==> src/rtl/kth_largest_alu_pkg.sv <==
// Shared definitions for the k-th largest ALU reduction engine: opcodes,
// FSM state encoding and the wide ALU function (callers truncate to DATA_W).
package kth_alu_pkg;

  localparam int ALU_W = 64;

  localparam logic [3:0] OP_ADD     = 4'd0;
  localparam logic [3:0] OP_SUB     = 4'd1;
  localparam logic [3:0] OP_AND     = 4'd2;
  localparam logic [3:0] OP_OR      = 4'd3;
  localparam logic [3:0] OP_XOR     = 4'd4;
  localparam logic [3:0] OP_MAX     = 4'd5;
  localparam logic [3:0] OP_MIN     = 4'd6;
  localparam logic [3:0] OP_ABSDIFF = 4'd7;
  localparam logic [3:0] OP_SHL     = 4'd8;
  localparam logic [3:0] OP_SHR     = 4'd9;

  typedef enum logic [1:0] {
    IDLE  = 2'd0,
    ACCUM = 2'd1,
    DONE  = 2'd2
  } state_t;

  // Operands arrive zero-extended; the low DATA_W bits of every result equal
  // the mod-2^DATA_W answer, so the caller simply keeps the low bits.
  function automatic logic [ALU_W-1:0] alu_f(input logic [3:0] op,
                                             input logic [ALU_W-1:0] a,
                                             input logic [ALU_W-1:0] b);
    logic [ALU_W-1:0] r;
    case (op)
      OP_ADD:     r = a + b;
      OP_SUB:     r = a - b;
      OP_AND:     r = a & b;
      OP_OR:      r = a | b;
      OP_XOR:     r = a ^ b;
      OP_MAX:     r = (a > b) ? a : b;
      OP_MIN:     r = (a < b) ? a : b;
      OP_ABSDIFF: r = (a > b) ? (a - b) : (b - a);
      OP_SHL:     r = a << b[2:0];
      OP_SHR:     r = a >> b[2:0];
      default:    r = a;
    endcase
    return r;
  endfunction

endpackage

==> src/rtl/kth_largest_alu_if.sv <==
// Command, sample stream and report signals of the k-th largest ALU.
// Handshake: start is a one-cycle command; a sample is taken on any clk edge
// with valid=1 while busy=1 (never when start is also high); finish is a
// one-cycle pulse qualifying result/short, which then hold.
interface kth_largest_alu_if #(
  parameter int DATA_W = 8,
  parameter int CNT_W  = 8,
  parameter int TOP_K  = 4
);
  localparam int RANK_W = $clog2(TOP_K + 1);

  logic              start;
  logic [CNT_W-1:0]  count;
  logic [RANK_W-1:0] rank_sel;
  logic              valid;
  logic [DATA_W-1:0] data_a;
  logic [DATA_W-1:0] data_b;
  logic [3:0]        instruction;
  logic [DATA_W-1:0] result;
  logic              finish;
  logic              short;
  logic              busy;
  kth_alu_pkg::state_t state;

  modport master (
    output start, count, rank_sel, valid, data_a, data_b, instruction,
    input  result, finish, short, busy, state
  );

  modport slave (
    input  start, count, rank_sel, valid, data_a, data_b, instruction,
    output result, finish, short, busy, state
  );
endinterface

==> src/rtl/kth_largest_alu_topk_sorter.sv <==
// Descending bank of the TOP_K largest values seen since the last clear;
// one value is inserted per cycle by a parallel compare-and-shift.
module topk_sorter #(
  parameter int DATA_W = 8,
  parameter int TOP_K  = 4
) (
  input  logic                     clk,
  input  logic                     rst,
  input  logic                     clr,
  input  logic                     ins_en,
  input  logic [DATA_W-1:0]        ins_data,
  output logic [DATA_W*TOP_K-1:0]  vals,
  output logic [TOP_K-1:0]         vlds
);
  logic [DATA_W-1:0] val_q   [TOP_K];
  logic [DATA_W-1:0] nxt_val [TOP_K];
  logic [TOP_K-1:0]  vld_q;
  logic [TOP_K-1:0]  nxt_vld;
  logic [TOP_K-1:0]  gt;

  // gt is monotone along the bank (descending, invalid slots at the tail), so
  // the first set bit is the insertion point and every later slot shifts down.
  // Strict '>' places a new value after existing equals.
  for (genvar g = 0; g < TOP_K; g++) begin : g_slot
    assign gt[g] = !vld_q[g] || (ins_data > val_q[g]);
    if (g == 0) begin : g_head
      assign nxt_val[g] = gt[g] ? ins_data : val_q[g];
      assign nxt_vld[g] = gt[g] | vld_q[g];
    end else begin : g_body
      assign nxt_val[g] = !gt[g] ? val_q[g] : (gt[g-1] ? val_q[g-1] : ins_data);
      assign nxt_vld[g] = !gt[g] ? vld_q[g] : (gt[g-1] ? vld_q[g-1] : 1'b1);
    end
    assign vals[g*DATA_W +: DATA_W] = val_q[g];
  end

  assign vlds = vld_q;

  always_ff @(posedge clk) begin
    if (rst || clr) begin
      for (int i = 0; i < TOP_K; i++) val_q[i] <= '0;
      vld_q <= '0;
    end else if (ins_en) begin
      val_q <= nxt_val;
      vld_q <= nxt_vld;
    end
  end
endmodule

==> src/rtl/kth_largest_alu.sv <==
// Reduction engine: applies the ALU to each accepted operand pair, keeps the
// TOP_K largest results and reports the selected rank after count samples.
module kth_largest_alu
  import kth_alu_pkg::*;
#(
  parameter int DATA_W = 8,
  parameter int CNT_W  = 8,
  parameter int TOP_K  = 4
) (
  input  logic clk,
  input  logic rst,
  kth_largest_alu_if.slave bus
);
  localparam int RANK_W = $clog2(TOP_K + 1);

  state_t                  state, state_nxt;
  logic [CNT_W-1:0]        remaining;
  logic [RANK_W-1:0]       rank_q, rank_clamped;
  logic [DATA_W-1:0]       ins_data, result_q, pick_val;
  logic                    finish_q, short_q, pick_vld, ins_en;
  logic [DATA_W*TOP_K-1:0] bank_vals;
  logic [TOP_K-1:0]        bank_vlds;

  assign ins_en   = (state == ACCUM) && bus.valid && !bus.start;
  assign ins_data = DATA_W'(alu_f(bus.instruction, ALU_W'(bus.data_a), ALU_W'(bus.data_b)));

  topk_sorter #(.DATA_W(DATA_W), .TOP_K(TOP_K)) u_sorter (
    .clk      (clk),
    .rst      (rst),
    .clr      (bus.start),
    .ins_en   (ins_en),
    .ins_data (ins_data),
    .vals     (bank_vals),
    .vlds     (bank_vlds)
  );

  always_comb begin
    rank_clamped = bus.rank_sel;
    if (bus.rank_sel == '0)
      rank_clamped = RANK_W'(1);
    else if (bus.rank_sel > RANK_W'(TOP_K))
      rank_clamped = RANK_W'(TOP_K);
  end

  always_comb begin
    pick_val = '0;
    pick_vld = 1'b0;
    for (int i = 0; i < TOP_K; i++) begin
      if (rank_q == RANK_W'(i + 1)) begin
        pick_val = bank_vals[i*DATA_W +: DATA_W];
        pick_vld = bank_vlds[i];
      end
    end
  end

  // start in any state begins a fresh round; it outranks sample acceptance.
  always_comb begin
    state_nxt = state;
    case (state)
      IDLE:    state_nxt = IDLE;
      ACCUM:   if (ins_en && remaining == CNT_W'(1)) state_nxt = DONE;
      DONE:    state_nxt = IDLE;
      default: state_nxt = IDLE;
    endcase
    if (bus.start) state_nxt = (bus.count != '0) ? ACCUM : DONE;
  end

  // The report is captured on the edge leaving DONE, before a same-cycle
  // start clears the bank, so finish and result appear together.
  always_ff @(posedge clk) begin
    if (rst) begin
      state     <= IDLE;
      remaining <= '0;
      rank_q    <= RANK_W'(1);
      result_q  <= '0;
      short_q   <= 1'b0;
      finish_q  <= 1'b0;
    end else begin
      state    <= state_nxt;
      finish_q <= (state == DONE);
      if (state == DONE) begin
        result_q <= pick_vld ? pick_val : '0;
        short_q  <= !pick_vld;
      end
      if (bus.start) begin
        remaining <= bus.count;
        rank_q    <= rank_clamped;
      end else if (ins_en) begin
        remaining <= remaining - CNT_W'(1);
      end
    end
  end

  assign bus.result = result_q;
  assign bus.finish = finish_q;
  assign bus.short  = short_q;
  assign bus.busy   = (state == ACCUM);
  assign bus.state  = state;
endmodule

==> src/flat_wrapper.sv <==
// flat-port wrapper written by rule: the top's interface ports become plain ports
module kth_largest_alu_flat import kth_alu_pkg::*;
#(
  parameter int DATA_W = 8,
  parameter int CNT_W  = 8,
  parameter int TOP_K  = 4
)
  (clk, rst, bus_start, bus_count, bus_rank_sel, bus_valid, bus_data_a, bus_data_b, bus_instruction, bus_result, bus_finish, bus_short, bus_busy, bus_state);
  kth_largest_alu_if #(.DATA_W(DATA_W), .CNT_W(CNT_W), .TOP_K(TOP_K)) bus_i ();
  input  logic clk;
  input  logic rst;
  input wire logic [$bits(bus_i.start)-1:0] bus_start;
  input wire logic [$bits(bus_i.count)-1:0] bus_count;
  input wire logic [$bits(bus_i.rank_sel)-1:0] bus_rank_sel;
  input wire logic [$bits(bus_i.valid)-1:0] bus_valid;
  input wire logic [$bits(bus_i.data_a)-1:0] bus_data_a;
  input wire logic [$bits(bus_i.data_b)-1:0] bus_data_b;
  input wire logic [$bits(bus_i.instruction)-1:0] bus_instruction;
  output wire logic [$bits(bus_i.result)-1:0] bus_result;
  output wire logic [$bits(bus_i.finish)-1:0] bus_finish;
  output wire logic [$bits(bus_i.short)-1:0] bus_short;
  output wire logic [$bits(bus_i.busy)-1:0] bus_busy;
  output wire logic [$bits(bus_i.state)-1:0] bus_state;
  assign bus_i.start = bus_start;
  assign bus_i.count = bus_count;
  assign bus_i.rank_sel = bus_rank_sel;
  assign bus_i.valid = bus_valid;
  assign bus_i.data_a = bus_data_a;
  assign bus_i.data_b = bus_data_b;
  assign bus_i.instruction = bus_instruction;
  assign bus_result = bus_i.result;
  assign bus_finish = bus_i.finish;
  assign bus_short = bus_i.short;
  assign bus_busy = bus_i.busy;
  assign bus_state = bus_i.state;
  kth_largest_alu #(.DATA_W(DATA_W), .CNT_W(CNT_W), .TOP_K(TOP_K)) u_core (.clk(clk), .rst(rst), .bus(bus_i));
endmodule
==> config.mk <==
export PLATFORM = sky130hd
export DESIGN_NAME = kth_largest_alu_flat
export DESIGN_NICKNAME = d
export VERILOG_FILES = /design/src/rtl/kth_largest_alu_pkg.sv /design/src/rtl/kth_largest_alu_if.sv /design/src/rtl/kth_largest_alu_topk_sorter.sv /design/src/rtl/kth_largest_alu.sv /design/src/flat_wrapper.sv
export SDC_FILE = /design/constraint.sdc
export NUM_CORES = 1
export LEC_CHECK = 0
export ABC_CLOCK_PERIOD_IN_PS = 5000
export BUFFER_PORTS_ARGS = -buffer_cell sky130_fd_sc_hd__buf_4
export CORE_MARGIN = 2
export CORE_UTILIZATION = 47
export CTS_BUF_LIST = sky130_fd_sc_hd__clkbuf_8
export DETAILED_ROUTE_END_ITERATION = 10
export PLACE_DENSITY = 0.74
export SYNTH_ARGS = -nofsm -noshare
export SYNTH_HDL_FRONTEND = slang
export SYNTH_SLANG_ARGS = --single-unit
==> constraint.sdc <==
create_clock -name clk -period 5 [get_ports clk]
set_clock_uncertainty 0.1 [all_clocks]
set_input_delay 0.25 -clock clk [delete_from_list [all_inputs] [get_ports clk]]
set_output_delay 0.25 -clock clk [all_outputs]
set_load 0.05 [all_outputs]
# After elaboration in Yosys (flattened, before gate mapping)
# Cells that the tools add are included.
# word_totals
reg_bits	59
in_bits	35
word_cells	97
# classes
n_addsub	4
order_cmp	7
n_eq_ne	17
n_shift	2
mux	27
n_bitwise	4
n_reduce_logical	22
# ops
operator	count
$mux 8	13
$pmux 8 s10	1
$gt 8x8->1	5
$eq 4x3->1 const B	4
$sub 8x8->8	2
$add 8x8->8	1
$and 8x8->8	1
$eq 4x2->1 const B	2
$eq 4x4->1 const B	2
$eq 8x1->1 const B	1
$lt 8x8->1	1
$mux 2	4
$or 8x8->8	1
$reduce_and 2->1	4
$reduce_bool 8->1	1
$shl 8x3->8	1
$shr 8x3->8	1
$sub 8x1->8 const B	1
$xor 8x8->8	1
$mux 1	7
$eq 3x2->1 const B	2
$logic_not 1->1	6
$mux 3	2
$logic_or 1x1->1	5
12 further kinds	14

# Depth between registers and ports, before layout
# Gate-level depths: netlist of run 1.
# depth
word_depth	7
mapped_depth	24
ltp_nobuf	21

# Cells and area by module
# A second synthesis of run 1 with hierarchy kept.
# hier_totals
cells_unflattened	748
hier_area_um2	6049.6
# modules_own_cells
module	n_inst	cells_each	area_each_um2	seq_area_each_um2
kth_largest_alu	1	487	3676.0	460.4
topk_sorter	1	261	2373.5	720.7

# Worst setup path before layout of run 1
# OpenSTA, ideal clock, no wires.
# synth_timing
path_type	input to register
startpoint	input port bus_data_b[1]
endpoint	register u_core.u_sorter.val_q, in the netlist u_core.u_sorter.vals[18]
t_arrival_ns	4.335
t_required_ns	4.834
slack_ns	0.499
cell_stages	21
n_path_buf	2
path_cell_list	buf_2 inv_1 fa_1 nand2b_2 a21oi_2 a211oi_4 mux2_1 and4_4 a31oi_2 nand2_1 inv_1 ha_1 nor2b_1 o21a_1 o21a_1 o21ai_0 and4b_1 nand2b_1 clkbuf_2 mux2_4 a21oi_2
# synth_between
elab_chain_cells	6
word_cells_on_any_way	20
classes_between	add/sub (3); order compare (4); shift (2); mux (5); bitwise (3); reduce/logical (3)
# synth_lines
element	line	source
start, declared	flat_wrapper.sv:17	input wire logic [$bits(bus_i.data_b)-1:0] bus_data_b;
$sub 8x8->8 (tied with other cells)	kth_largest_alu_pkg.sv:38	OP_ABSDIFF: r = (a > b) ? (a - b) : (b - a);
$mux 8 (on tied branches)	kth_largest_alu_pkg.sv:38, kth_largest_alu_pkg.sv:36, kth_largest_alu_pkg.sv:37	
$pmux 8 s10 *	kth_largest_alu_pkg.sv:30	case (op)
named net u_core.ins_data[1]	kth_largest_alu.sv:19	logic [DATA_W-1:0] ins_data, result_q, pick_val;
$gt 8x8->1	kth_largest_alu_topk_sorter.sv:25	assign gt[g] = !vld_q[g] || (ins_data > val_q[g]);
$logic_or 1x1->1	kth_largest_alu_topk_sorter.sv:25	
$mux 8 / $reduce_and 2->1 (equally long branches)	-	
end signal, assigned	kth_largest_alu_topk_sorter.sv:43	val_q <= nxt_val;
end, declared	kth_largest_alu_topk_sorter.sv:15	logic [DATA_W-1:0] val_q [TOP_K];
# The timed path passes the listed nets; every way through them passes the cells marked *.
# A chain may end at the register's enable or synchronous reset.

# Worst setup path in the final report of run 1
# layout_timing
startpoint	input port bus_data_a[0]
endpoint	register u_core.u_sorter.val_q, in the netlist u_core.u_sorter.vals[6]
# layout_between
elab_chain_cells	6
word_cells_on_any_way	17
classes_between	add/sub (3); order compare (3); shift (2); mux (4); bitwise (3); reduce/logical (2)
# layout_lines
element	line	source
start, declared	flat_wrapper.sv:16	input wire logic [$bits(bus_i.data_a)-1:0] bus_data_a;
$sub 8x8->8 (tied with other cells)	kth_largest_alu_pkg.sv:38	
$mux 8 (on tied branches)	kth_largest_alu_pkg.sv:38, kth_largest_alu_pkg.sv:36, kth_largest_alu_pkg.sv:37	
$pmux 8 s10 *	kth_largest_alu_pkg.sv:30	
named net u_core.ins_data[5]	kth_largest_alu.sv:19	
$gt 8x8->1 *	kth_largest_alu_topk_sorter.sv:25	
$logic_or 1x1->1 *	kth_largest_alu_topk_sorter.sv:25	
$reduce_and 2->1 (no source line) *	-	
# Marks and branches as above.

==> results.sh, run 1 <==
export IMPL_timing_rr_end="u_core.u_sorter.vals[6]"
export IMPL_syn_inst=835
export IMPL_ctsResizeCount=0
export IMPL_rsz0062_at_grt="no"
export IMPL_syn_to_final_growth_pct=11.22
export IMPL_startpoint_type="input pin"
export IMPL_crit_fanout=8
export IMPL_grt_pass1_wl_mm=31.68
export IMPL_core_sq_mm=0.01330
export IMPL_end_kind="flop"
export IMPL_tns_ns=0
export IMPL_syn_nets=938
export IMPL_r2r_slack_ns=2.46
export IMPL_drv_cap=0
export IMPL_drt_pass1_iterations=6
export IMPL_ys_ff_latch=59
export IMPL_synth_seq_area_share=0.1839
export IMPL_hold_depth=2
export IMPL_ys_types=98
export IMPL_grt_overflow_total=0
export IMPL_wl_mm=19.65
export IMPL_p_leak_nw=2.832
export IMPL_insertion_delay_ns=0.34
export IMPL_num_fill_cells=1263
export IMPL_yosysWarningCount=0
export IMPL_drtAntennaViolNets=0
export IMPL_fin_crit_sh=0.9423
export IMPL_hold_path_class="input pin to flop"
export IMPL_crit_start="bus_data_a[0]"
export IMPL_grt_pass1_vias=6007
export IMPL_port_buffers=47
export IMPL_cts_buffer_depth=2
export IMPL_hold_ws_ns=0.03193
export IMPL_die_w_um=120.9
export IMPL_max_slew_margin_rel=0.1865
export IMPL_tightestPinTransition_ns=1.219
export IMPL_hpwl_mm=15.17
export IMPL_vias=6498
export IMPL_layout_min_cycle_time_ns=4.712
export IMPL_cp_data_arrival_time_ns=4.84
export IMPL_clkTransAtPathRegs_ns=0.07
export IMPL_powerDensity_mw_per_mm2=206.8
export IMPL_hold_violations=0
export IMPL_wl_per_cell_um=18.69
export IMPL_fin_util=0.5372
export IMPL_drv_slew=0
export IMPL_reg2reg_depth=8
export IMPL_status="finished clean"
export IMPL_cts_hold_buf=0
export IMPL_synth_area_leader_cell="dfxtp_1"
export IMPL_clock_sinks=59
export IMPL_synthTopCellsByArea="dfxtp_1 18%, ha_1 13%, o21ai_0 5.1%, nand2_1 4.7%, nor2_1 4.1%"
export IMPL_synth_top_area_share=0.1839
export IMPL_rows=42
export IMPL_dp_cells=1035
export IMPL_cts_made_buffers=9
export IMPL_crit_type="input pin to flop"
export IMPL_synth_edf_count=0
export IMPL_cts_root_buf="clkbuf_8"
export IMPL_gp_congestion=0.9594
export IMPL_htree_levels=3
export IMPL_die_h_um=120.9
export IMPL_maxClockFrequency_mhz=212.2
export IMPL_setup_viol=0
export IMPL_grt_max_degree=34
export IMPL_die_area_sq_mm=0.01461
export IMPL_initial_core_util=0.4830
export IMPL_synthArstFlopShare=0
export IMPL_antenna_found_initial=0
export IMPL_grtUsageTotal=0.2722
export IMPL_ioPinCount=48
export IMPL_final_cell_count_no_fill=1051
export IMPL_crit_reg2reg_launch="u_core.u_sorter.vals[6]"
export IMPL_cts_tree="built"
export IMPL_endpoint="u_core.u_sorter.vals[6]"
export IMPL_nets=973
export IMPL_drive_gt1_frac=0.1703
export IMPL_antenna_cells=0
export IMPL_synth_area_sq_mm=0.006421
export IMPL_via_per_inst=6.183
export IMPL_postCtsSetupBuffers=0
export IMPL_drtIter0Drc=623
export IMPL_worstPathRequired_ns=5.13
export IMPL_peakVddDrop_mv=0.1140
export IMPL_syn_avg_cell_area_sq_um=7.690
export IMPL_synth_main_ff_cell="dfxtp_1"
export IMPL_drc_errors=0
[metal layers]
layer / GRT usage / routed length (um) / vias to the layer above / share of wire
met1: 0.3890 / 8642 / 3039 / 0.44
met3: 0.06297 / 2067 / 38 / 0.11
met4: 0.06613 / 435 / 0 / 0.022
li1: - / - / 3100 / -
met5: 0 / 0 / - / 0
met2: 0.4126 / 8501 / 321 / 0.43
[final cells by class]
cell class	instances	area (sq um)	share of cell area
Clock inverter	7	61.31	0.008584
Tap cell	176	220.2	0.03083
Multi-Input combinational cell	648	4682	0.6556
Clock buffer	9	123.9	0.01734
Timing Repair Buffer	80	600.6	0.08409
Sequential cell	59	1181	0.1654
Inverter	72	272.8	0.03819
[where the power goes]
part | switching (mW) | internal, mW | total [mW] | leakage [nW]
combinational | 0.336 | 0.224 | 0.560 | 2.25
sequential | 0.0151 | 0.481 | 0.496 | 0.479
clock | 0.196 | 0.225 | 0.420 | 0.105
total | 0.546 | 0.930 | 1.48 | 2.83
[kinds of logic after synthesis]
group | after synthesis | synth area share
AOI/OAI and AO/OA | 263 | 0.2872
buffers and inverters | 128 | 0.08729
DFF | 59 | 0.1839
xor gates and xnor gates | 12 | 0.01637
muxes | 36 | 0.07404
adders and majority gates | 68 | 0.1360
and+or+nand+nor | 269 | 0.2151
[cell usage after synthesis (4+ instances only)]
cell and n:
a211oi_1 9, nand2b_1 12, nand4_1 13, o211ai_1 5, a21o_1 10, a32oi_1 5, mux4_2 8, nor3_1 15
mux2i_1 22, nor2_1 70, and3_1 6, o22ai_1 8, buf_6 5, a21oi_2 4, inv_1 66, dfxtp_1 59
nor2b_1 17, a31oi_1 21, a221o_1 4, o221ai_1 7, a21oi_1 43, inv_2 4, o21a_1 7, o21ai_0 66
nand3_1 9, buf_2 13, o21ai_1 8, ha_1 65, clkbuf_1 32, and2_1 7, a22oi_1 19, xnor2_1 8
nor4_1 7, nand2_1 81, xor2_1 4
[worst min-delay path by stage]
stage / endpoint / slack (ns) / start
floorplan: u_core.rank_q[0] / 0.25 / bus_rank_sel[2]
global placement: u_core.rank_q[0] / 0.37 / bus_rank_sel[2]
detailed placement: u_core.rank_q[0] / 0.38 / bus_rank_sel[2]
CTS: u_core.rank_q[0] / 0.02 / bus_rank_sel[2]
global route: u_core.rank_q[0] / 0.02 / bus_rank_sel[2]
finish: u_core.rank_q[0] / 0.03 / bus_rank_sel[2]
[registers in the layout, indices dropped and copies added, names as in the netlist]
signal and cells:
u_core.remaining 8, u_core.bus.result 8, u_core.rank_q 3, u_core.u_sorter.vlds 4, u_core.bus.short 1, u_core.u_sorter.vals 32, u_core.bus.state 2, u_core.bus.finish 1
[through the flow]
| stage | total power [mW] | worst slack [ns] | instance area [sq um] |
|---|---|---|---|
| 2_1_floorplan | 0.8893 | 0.4989 | 6421 |
| 3_3_place_gp | 1.044 | 0.08722 | 6957 |
| 3_5_place_dp | 1.051 | 0.08335 | 6957 |
| 4_1_cts | 1.469 | 0.4017 | 7142 |
| 5_1_grt | 1.565 | 0.01135 | 7142 |
| 6_report | 1.477 | 0.2884 | 7142 |
[cells in the final DEF, fill, tap and decap left out, types with 5 or more instances in the layout]
cell type / netlist / layout
a211oi_1: 9 / 9
a21o_1: 10 / 10
a21oi_1: 43 / 43
a22oi_1: 19 / 19
a31oi_1: 21 / 21
a32oi_1: 5 / 5
and2_1: 7 / 7
and3_1: 6 / 6
buf_4: 3 / 80
clkbuf_8: 0 / 9
dfxtp_1: 59 / 59
ha_1: 65 / 65
inv_1: 66 / 68
mux2i_1: 22 / 22
mux4_2: 8 / 8
nand2_1: 81 / 81
nand2b_1: 12 / 12
nand3_1: 9 / 9
nand4_1: 13 / 13
nor2_1: 70 / 69
nor2b_1: 17 / 17
nor3_1: 15 / 15
nor4_1: 7 / 7
o211ai_1: 5 / 5
o21a_1: 7 / 7
o21ai_0: 66 / 66
o21ai_1: 8 / 8
o221ai_1: 7 / 7
o22ai_1: 8 / 8
xnor2_1: 8 / 8
[critical path, cell delays in order]
cell and delay (ns):
buf_4 0.14, inv_1 0.10, ha_1 0.19, inv_1 0.06, fa_1 0.45, nand2b_2 0.15, a21oi_2 0.10, a211o_1 0.44
buf_4 0.23, a221oi_2 0.27, nor3_1 0.09, nor3_2 0.26, o22a_1 0.31, ha_1 0.30, nand4_1 0.17, nor2_1 0.08
o311ai_1 0.84, a21oi_1 0.17, a21oi_1 0.18, nor2_1 0.05
(Power assumes the default switching activity.)
==> run 2: changes to the inputs <==
--- a/config.mk
+++ b/config.mk
@@ -7,11 +7,14 @@
 export LEC_CHECK = 0
 export ABC_CLOCK_PERIOD_IN_PS = 5000
 export BUFFER_PORTS_ARGS = -buffer_cell sky130_fd_sc_hd__buf_4
+export CAP_MARGIN = 0
+export CELL_PAD_IN_SITES_DETAIL_PLACEMENT = 1
+export CELL_PAD_IN_SITES_GLOBAL_PLACEMENT = 2
 export CORE_MARGIN = 2
-export CORE_UTILIZATION = 47
+export CORE_UTILIZATION = 37
 export CTS_BUF_LIST = sky130_fd_sc_hd__clkbuf_8
 export DETAILED_ROUTE_END_ITERATION = 10
-export PLACE_DENSITY = 0.74
+export PLACE_DENSITY = 0.91
 export SYNTH_ARGS = -nofsm -noshare
 export SYNTH_HDL_FRONTEND = slang
 export SYNTH_SLANG_ARGS = --single-unit
==> results.sh, run 2 (synthesis gave the netlist of run 1 again) <==
export IMPL_drc_errors=0
export IMPL_drive_gt1_frac=0.1863
export IMPL_critPathTopFamily="compound AO/OA/AOI/OAI gates"
export IMPL_port_buffers=47
export IMPL_core_sq_mm=0.01712
export IMPL_cts_tree="built"
export IMPL_grt_pass1_wl_mm=37.65
export IMPL_grt_overflow_total=0
export IMPL_crit_type="input pin to flop"
export IMPL_hold_path_class="input pin to flop"
export IMPL_maxClockFrequency_mhz=210.2
export IMPL_drtAntennaViolNets=0
export IMPL_clock_sinks=59
export IMPL_wl_per_cell_um=21.17
export IMPL_drv_slew=0
export IMPL_rows=48
export IMPL_die_w_um=135.7
export IMPL_clkTransAtPathRegs_ns=0.06
export IMPL_slowest_stage="mux4_2"
export IMPL_fin_crit_sh=0.9514
export IMPL_via_per_inst=5.971
export IMPL_highest_layer="met4"
export IMPL_largest_reg_flops=32
export IMPL_cts_made_buffers=9
export IMPL_nets=991
export IMPL_syn_to_final_growth_pct=14.42
export IMPL_wl_met3_mm=1.461
export IMPL_p_leak_nw=2.920
export IMPL_power_mw=1.522
export IMPL_cp_data_arrival_time_ns=4.91
export IMPL_num_fill_cells=2141
export IMPL_hpwl_mm=18.65
export IMPL_setup_viol=0
export IMPL_max_slew_margin_rel=0.5725
export IMPL_cpPeakStageDelay_ns=0.52
export IMPL_crit_top_cell="inv_1"
export IMPL_end_kind="flop"
export IMPL_stdcell_area_sq_mm=0.007347
export IMPL_insertion_delay_ns=0.35
export IMPL_final_common_cell="buf_4"
export IMPL_dr_wl_met2_mm=10.86
export IMPL_gp_congestion=0.9253
export IMPL_final_cell_count_no_fill=1116
export IMPL_ctsResizeCount=0
export IMPL_drt_pass1_iterations=5
export IMPL_hold_ws_ns=0.01770
export IMPL_drv_cap=0
export IMPL_grt_max_degree=34
export IMPL_ioPinCount=48
export IMPL_hold_violations=0
export IMPL_tightestPinTransition_ns=0.6404
export IMPL_tns_ns=0
export IMPL_die_h_um=135.7
export IMPL_cts_root_buf="clkbuf_8"
export IMPL_postCtsSetupBuffers=0
export IMPL_crit_chain="buf_4 > inv_1 > ha_1 > inv_1 > fa_1 > mux4_2 > a22o_1 > a211oi_1 > and4_4 > a31oi_2 > nand2_1 > inv_1 > ha_1 > nor2b_1 > o21a_1 > o21a_1 > o21ai_0 > nand4b_1 > o21ai_2 > buf_4 > nand3_1 > a31oi_1"
export IMPL_antenna_cells=0
export IMPL_met1_length_mm=10.75
export IMPL_wl_mm=23.63
export IMPL_rsz0062_at_grt="no"
export IMPL_layout_min_cycle_time_ns=4.757
export IMPL_dp_cells=1102
export IMPL_vias=6664
export IMPL_grt_pass1_vias=6683
export IMPL_die_area_sq_mm=0.01842
export IMPL_drtIter0Drc=490
export IMPL_worstPathRequired_ns=5.15
export IMPL_crit_fanout=8
export IMPL_grtUsageTotal=0.2628
export IMPL_status="finished clean"
export IMPL_powerDensity_mw_per_mm2=207.2
export IMPL_cts_buffer_depth=2
export IMPL_cts_hold_buf=0
export IMPL_antenna_found_initial=0
export IMPL_initial_core_util=0.3751
export IMPL_startpoint_type="input pin"
export IMPL_postPlaceCellArea_sq_mm=0.007166
export IMPL_htree_levels=3
export IMPL_worstPathBufferInverterCount=5
export IMPL_final_cell_mix="97 x buf_4, 81 x nand2_1, 69 x nor2_1, 67 x inv_1, 66 x o21ai_0"
export IMPL_peakVddDrop_mv=0.1056
==> run 2: final cells by class <==
cell class | count | area (sq um) | share of cell area
clock buffers | 10 | 137.6 | 0.01873
repair buffers | 98 | 748.2 | 0.1018
inverters | 72 | 272.8 | 0.03713
clock inverters | 4 | 43.79 | 0.005960
well taps | 225 | 281.5 | 0.03832
multi-input cells | 648 | 4682 | 0.6373
flip-flops and latches | 59 | 1181 | 0.1608
==> run 2: report_power, final <==
group          switching (mW)  internal (mW)
Clock                   0.190          0.235
Combinational           0.362          0.238
Sequential             0.0162          0.481
==> run 2: path summary, 6_finish.rpt <==
check | end | cells after the start | slack (ns) | startpoint
worst max register to register | u_core.u_sorter.vals[25] | 7 | 2.44 | u_core.bus.state[0]
worst min register to register | u_core.u_sorter.vals[21] | 2 | 0.41 | u_core.u_sorter.vals[13]
worst max-delay path | u_core.u_sorter.vals[25] | 22 | 0.24 | bus_data_a[0]
worst min-delay path | u_core.rank_q[0] | 2 | 0.02 | bus_rank_sel[2]
==> run 2: metrics by stage <==
step | util | setup slack [ns]
floorplan | - | 0.4989
global placement | 0.4186 | 0.1311
detailed placement | 0.4186 | 0.01053
CTS | 0.4292 | 0.3408
global route | 0.4292 | 0.06069
finish | 0.4292 | 0.2429
==> run 2: worst reg2reg max path: cells and delay by family, from the launching register on <==
kind | cells | cell delay (ns)
and+or+nand+nor | 3 | 0.94
DFF | 1 | 0.34
AOI/OAI and AO/OA | 4 | 1.09
==> run 2: per-layer routing <==
| layer | vias to the layer above | global-route usage |
|---|---|---|
| li1 | 3138 | - |
| met1 | 3252 | 0.3589 |
| met2 | 228 | 0.4214 |
| met3 | 46 | 0.04377 |
| met4 | 0 | 0.08507 |
| met5 | - | 0 |
==> run 3: changes to the inputs <==
--- a/config.mk
+++ b/config.mk
@@ -14,6 +14,7 @@
 export CORE_UTILIZATION = 37
 export CTS_BUF_LIST = sky130_fd_sc_hd__clkbuf_8
 export DETAILED_ROUTE_END_ITERATION = 10
+export HOLD_SLACK_MARGIN = 0.02
 export PLACE_DENSITY = 0.91
 export SYNTH_ARGS = -nofsm -noshare
 export SYNTH_HDL_FRONTEND = slang
==> results.sh, run 3 (synthesis gave the netlist of run 1 again) <==
export IMPL_drc_errors=0
export IMPL_hpwl_mm=18.65
export IMPL_die_w_um=135.7
export IMPL_maxClockFrequency_mhz=210.7
export IMPL_tightestPinTransition_ns=0.6393
export IMPL_final_common_cell="buf_4"
export IMPL_drt_pass1_iterations=4
export IMPL_rsz0062_at_grt="no"
export IMPL_grtUsageTotal=0.2629
export IMPL_hold_path_class="input pin to flop"
export IMPL_ctsResizeCount=0
export IMPL_clkTransAtPathRegs_ns=0.06
export IMPL_crit_type="input pin to flop"
export IMPL_peakVddDrop_mv=0.1056
export IMPL_cts_tree="built"
export IMPL_drtAntennaViolNets=0
export IMPL_fin_crit_sh=0.9492
export IMPL_cts_hold_buf=1
export IMPL_powerDensity_mw_per_mm2=207.1
export IMPL_max_slew_margin_rel=0.5732
export IMPL_htree_levels=3
export IMPL_grt_max_degree=34
export IMPL_die_h_um=135.7
export IMPL_worstPathRequired_ns=5.15
export IMPL_hold_depth=3
export IMPL_cp_data_arrival_time_ns=4.90
export IMPL_setup_viol=0
export IMPL_wl_mm=23.67
export IMPL_via_per_inst=6.004
export IMPL_crit_start="bus_data_a[0]"
export IMPL_wl_per_cell_um=21.19
export IMPL_crit_fanout=8
export IMPL_final_cell_mix="97 x buf_4, 81 x nand2_1, 69 x nor2_1, 67 x inv_1, 66 x o21ai_0"
export IMPL_r2r_slack_ns=2.45
export IMPL_end_kind="flop"
export IMPL_insertion_delay_ns=0.35
export IMPL_crit_reg2reg_launch="u_core.bus.state[0]"
export IMPL_syn_to_final_growth_pct=14.58
export IMPL_gp_congestion=0.9253
export IMPL_core_sq_mm=0.01712
export IMPL_cts_made_buffers=9
export IMPL_antenna_cells=0
export IMPL_largest_reg_flops=32
export IMPL_reg2reg_depth=7
export IMPL_clock_sinks=59
export IMPL_cts_buffer_depth=2
export IMPL_hold_ws_ns=0.05420
export IMPL_grt_overflow_total=0
export IMPL_grt_pass1_vias=6686
export IMPL_die_area_sq_mm=0.01842
export IMPL_layout_min_cycle_time_ns=4.746
export IMPL_fin_util=0.4298
export IMPL_cts_root_buf="clkbuf_8"
export IMPL_p_leak_nw=2.924
export IMPL_vias=6706
export IMPL_hold_path_startpoint="bus_count[0]"
export IMPL_port_buffers=47
export IMPL_drv_slew=0
export IMPL_rows=48
export IMPL_status="finished clean"
export IMPL_nets=992
export IMPL_timing_rr_end="u_core.u_sorter.vals[25]"
export IMPL_ioPinCount=48
export IMPL_tns_ns=0
export IMPL_drtIter0Drc=516
export IMPL_drive_gt1_frac=0.1861
export IMPL_drv_cap=0
export IMPL_hold_violations=0
export IMPL_postCtsSetupBuffers=0
export IMPL_initial_core_util=0.3751
export IMPL_antenna_found_initial=0
export IMPL_startpoint_type="input pin"
export IMPL_hold_end="u_core.remaining[0]"
export IMPL_grt_pass1_wl_mm=37.66
[run 3: changes by cell type in the layout (fill, tap and decap cells not counted), sizes merged]
cell         before  now
dlygate4sd3       0    1
[run 3: through the flow]
stage	power, mW	area, sq um	cells	setup slack, ns
global placement	1.083	7166	1102	0.1311
CTS	1.523	7357	1117	0.3408
finish	1.524	7357	1117	0.2539
floorplan	0.8893	6421	835	0.4989
detailed placement	1.095	7166	1102	0.01053
global route	1.609	7357	1117	0.06069
[run 3: power by group]
| group | leakage (nW) | switching (mW) | internal (mW) |
|---|---|---|---|
| Combinational | 2.35 | 0.362 | 0.239 |
| Clock | 0.0992 | 0.191 | 0.235 |
| Sequential | 0.479 | 0.0162 | 0.481 |
[run 3: worst max path at each step]
stage | to | slack (ns) | depth (start not counted)
global route | u_core.u_sorter.vals[25] | 0.06 | 22
finish | u_core.u_sorter.vals[25] | 0.25 | 22
detailed placement | u_core.u_sorter.vals[19] | 0.01 | 22
CTS | u_core.u_sorter.vals[19] | 0.34 | 22
floorplan | u_core.u_sorter.vals[18] | 0.50 | 21
global placement | u_core.u_sorter.vals[18] | 0.13 | 21
[run 3: routing by layer]
metal | track usage | vias up | share of wire
met5 | 0 | - | 0
li1 | - | 3138 | -
met4 | 0.08507 | 0 | 0.022
met1 | 0.3591 | 3315 | 0.46
met3 | 0.04377 | 43 | 0.057
met2 | 0.4214 | 210 | 0.46
[run 3: area by class of cell]
| type | instances | area (sq um) |
|---|---|---|
| clock buffers | 10 | 137.6 |
| inverters | 72 | 272.8 |
| repair buffers | 99 | 758.2 |
| multi-input cells | 648 | 4682 |
| flip-flops and latches | 59 | 1181 |
| well taps | 225 | 281.5 |
| fillers | 2140 | 9759 |
| clock inverters | 4 | 43.79 |
[run 3: critical path, cell delays in order]
cell      delay, ns
buf_4          0.15
inv_1          0.10
ha_1           0.18
inv_1          0.06
fa_1           0.51
mux4_2         0.52
a22o_1         0.25
a211oi_1       0.30
and4_4         0.28
a31oi_2        0.10
nand2_1        0.11
inv_1          0.15
ha_1           0.34
nor2b_1        0.15
o21a_1         0.18
o21a_1         0.16
o21ai_0        0.20
nand4b_1       0.18
o21ai_2        0.18
buf_4          0.20
nand3_1        0.11
a31oi_1        0.24
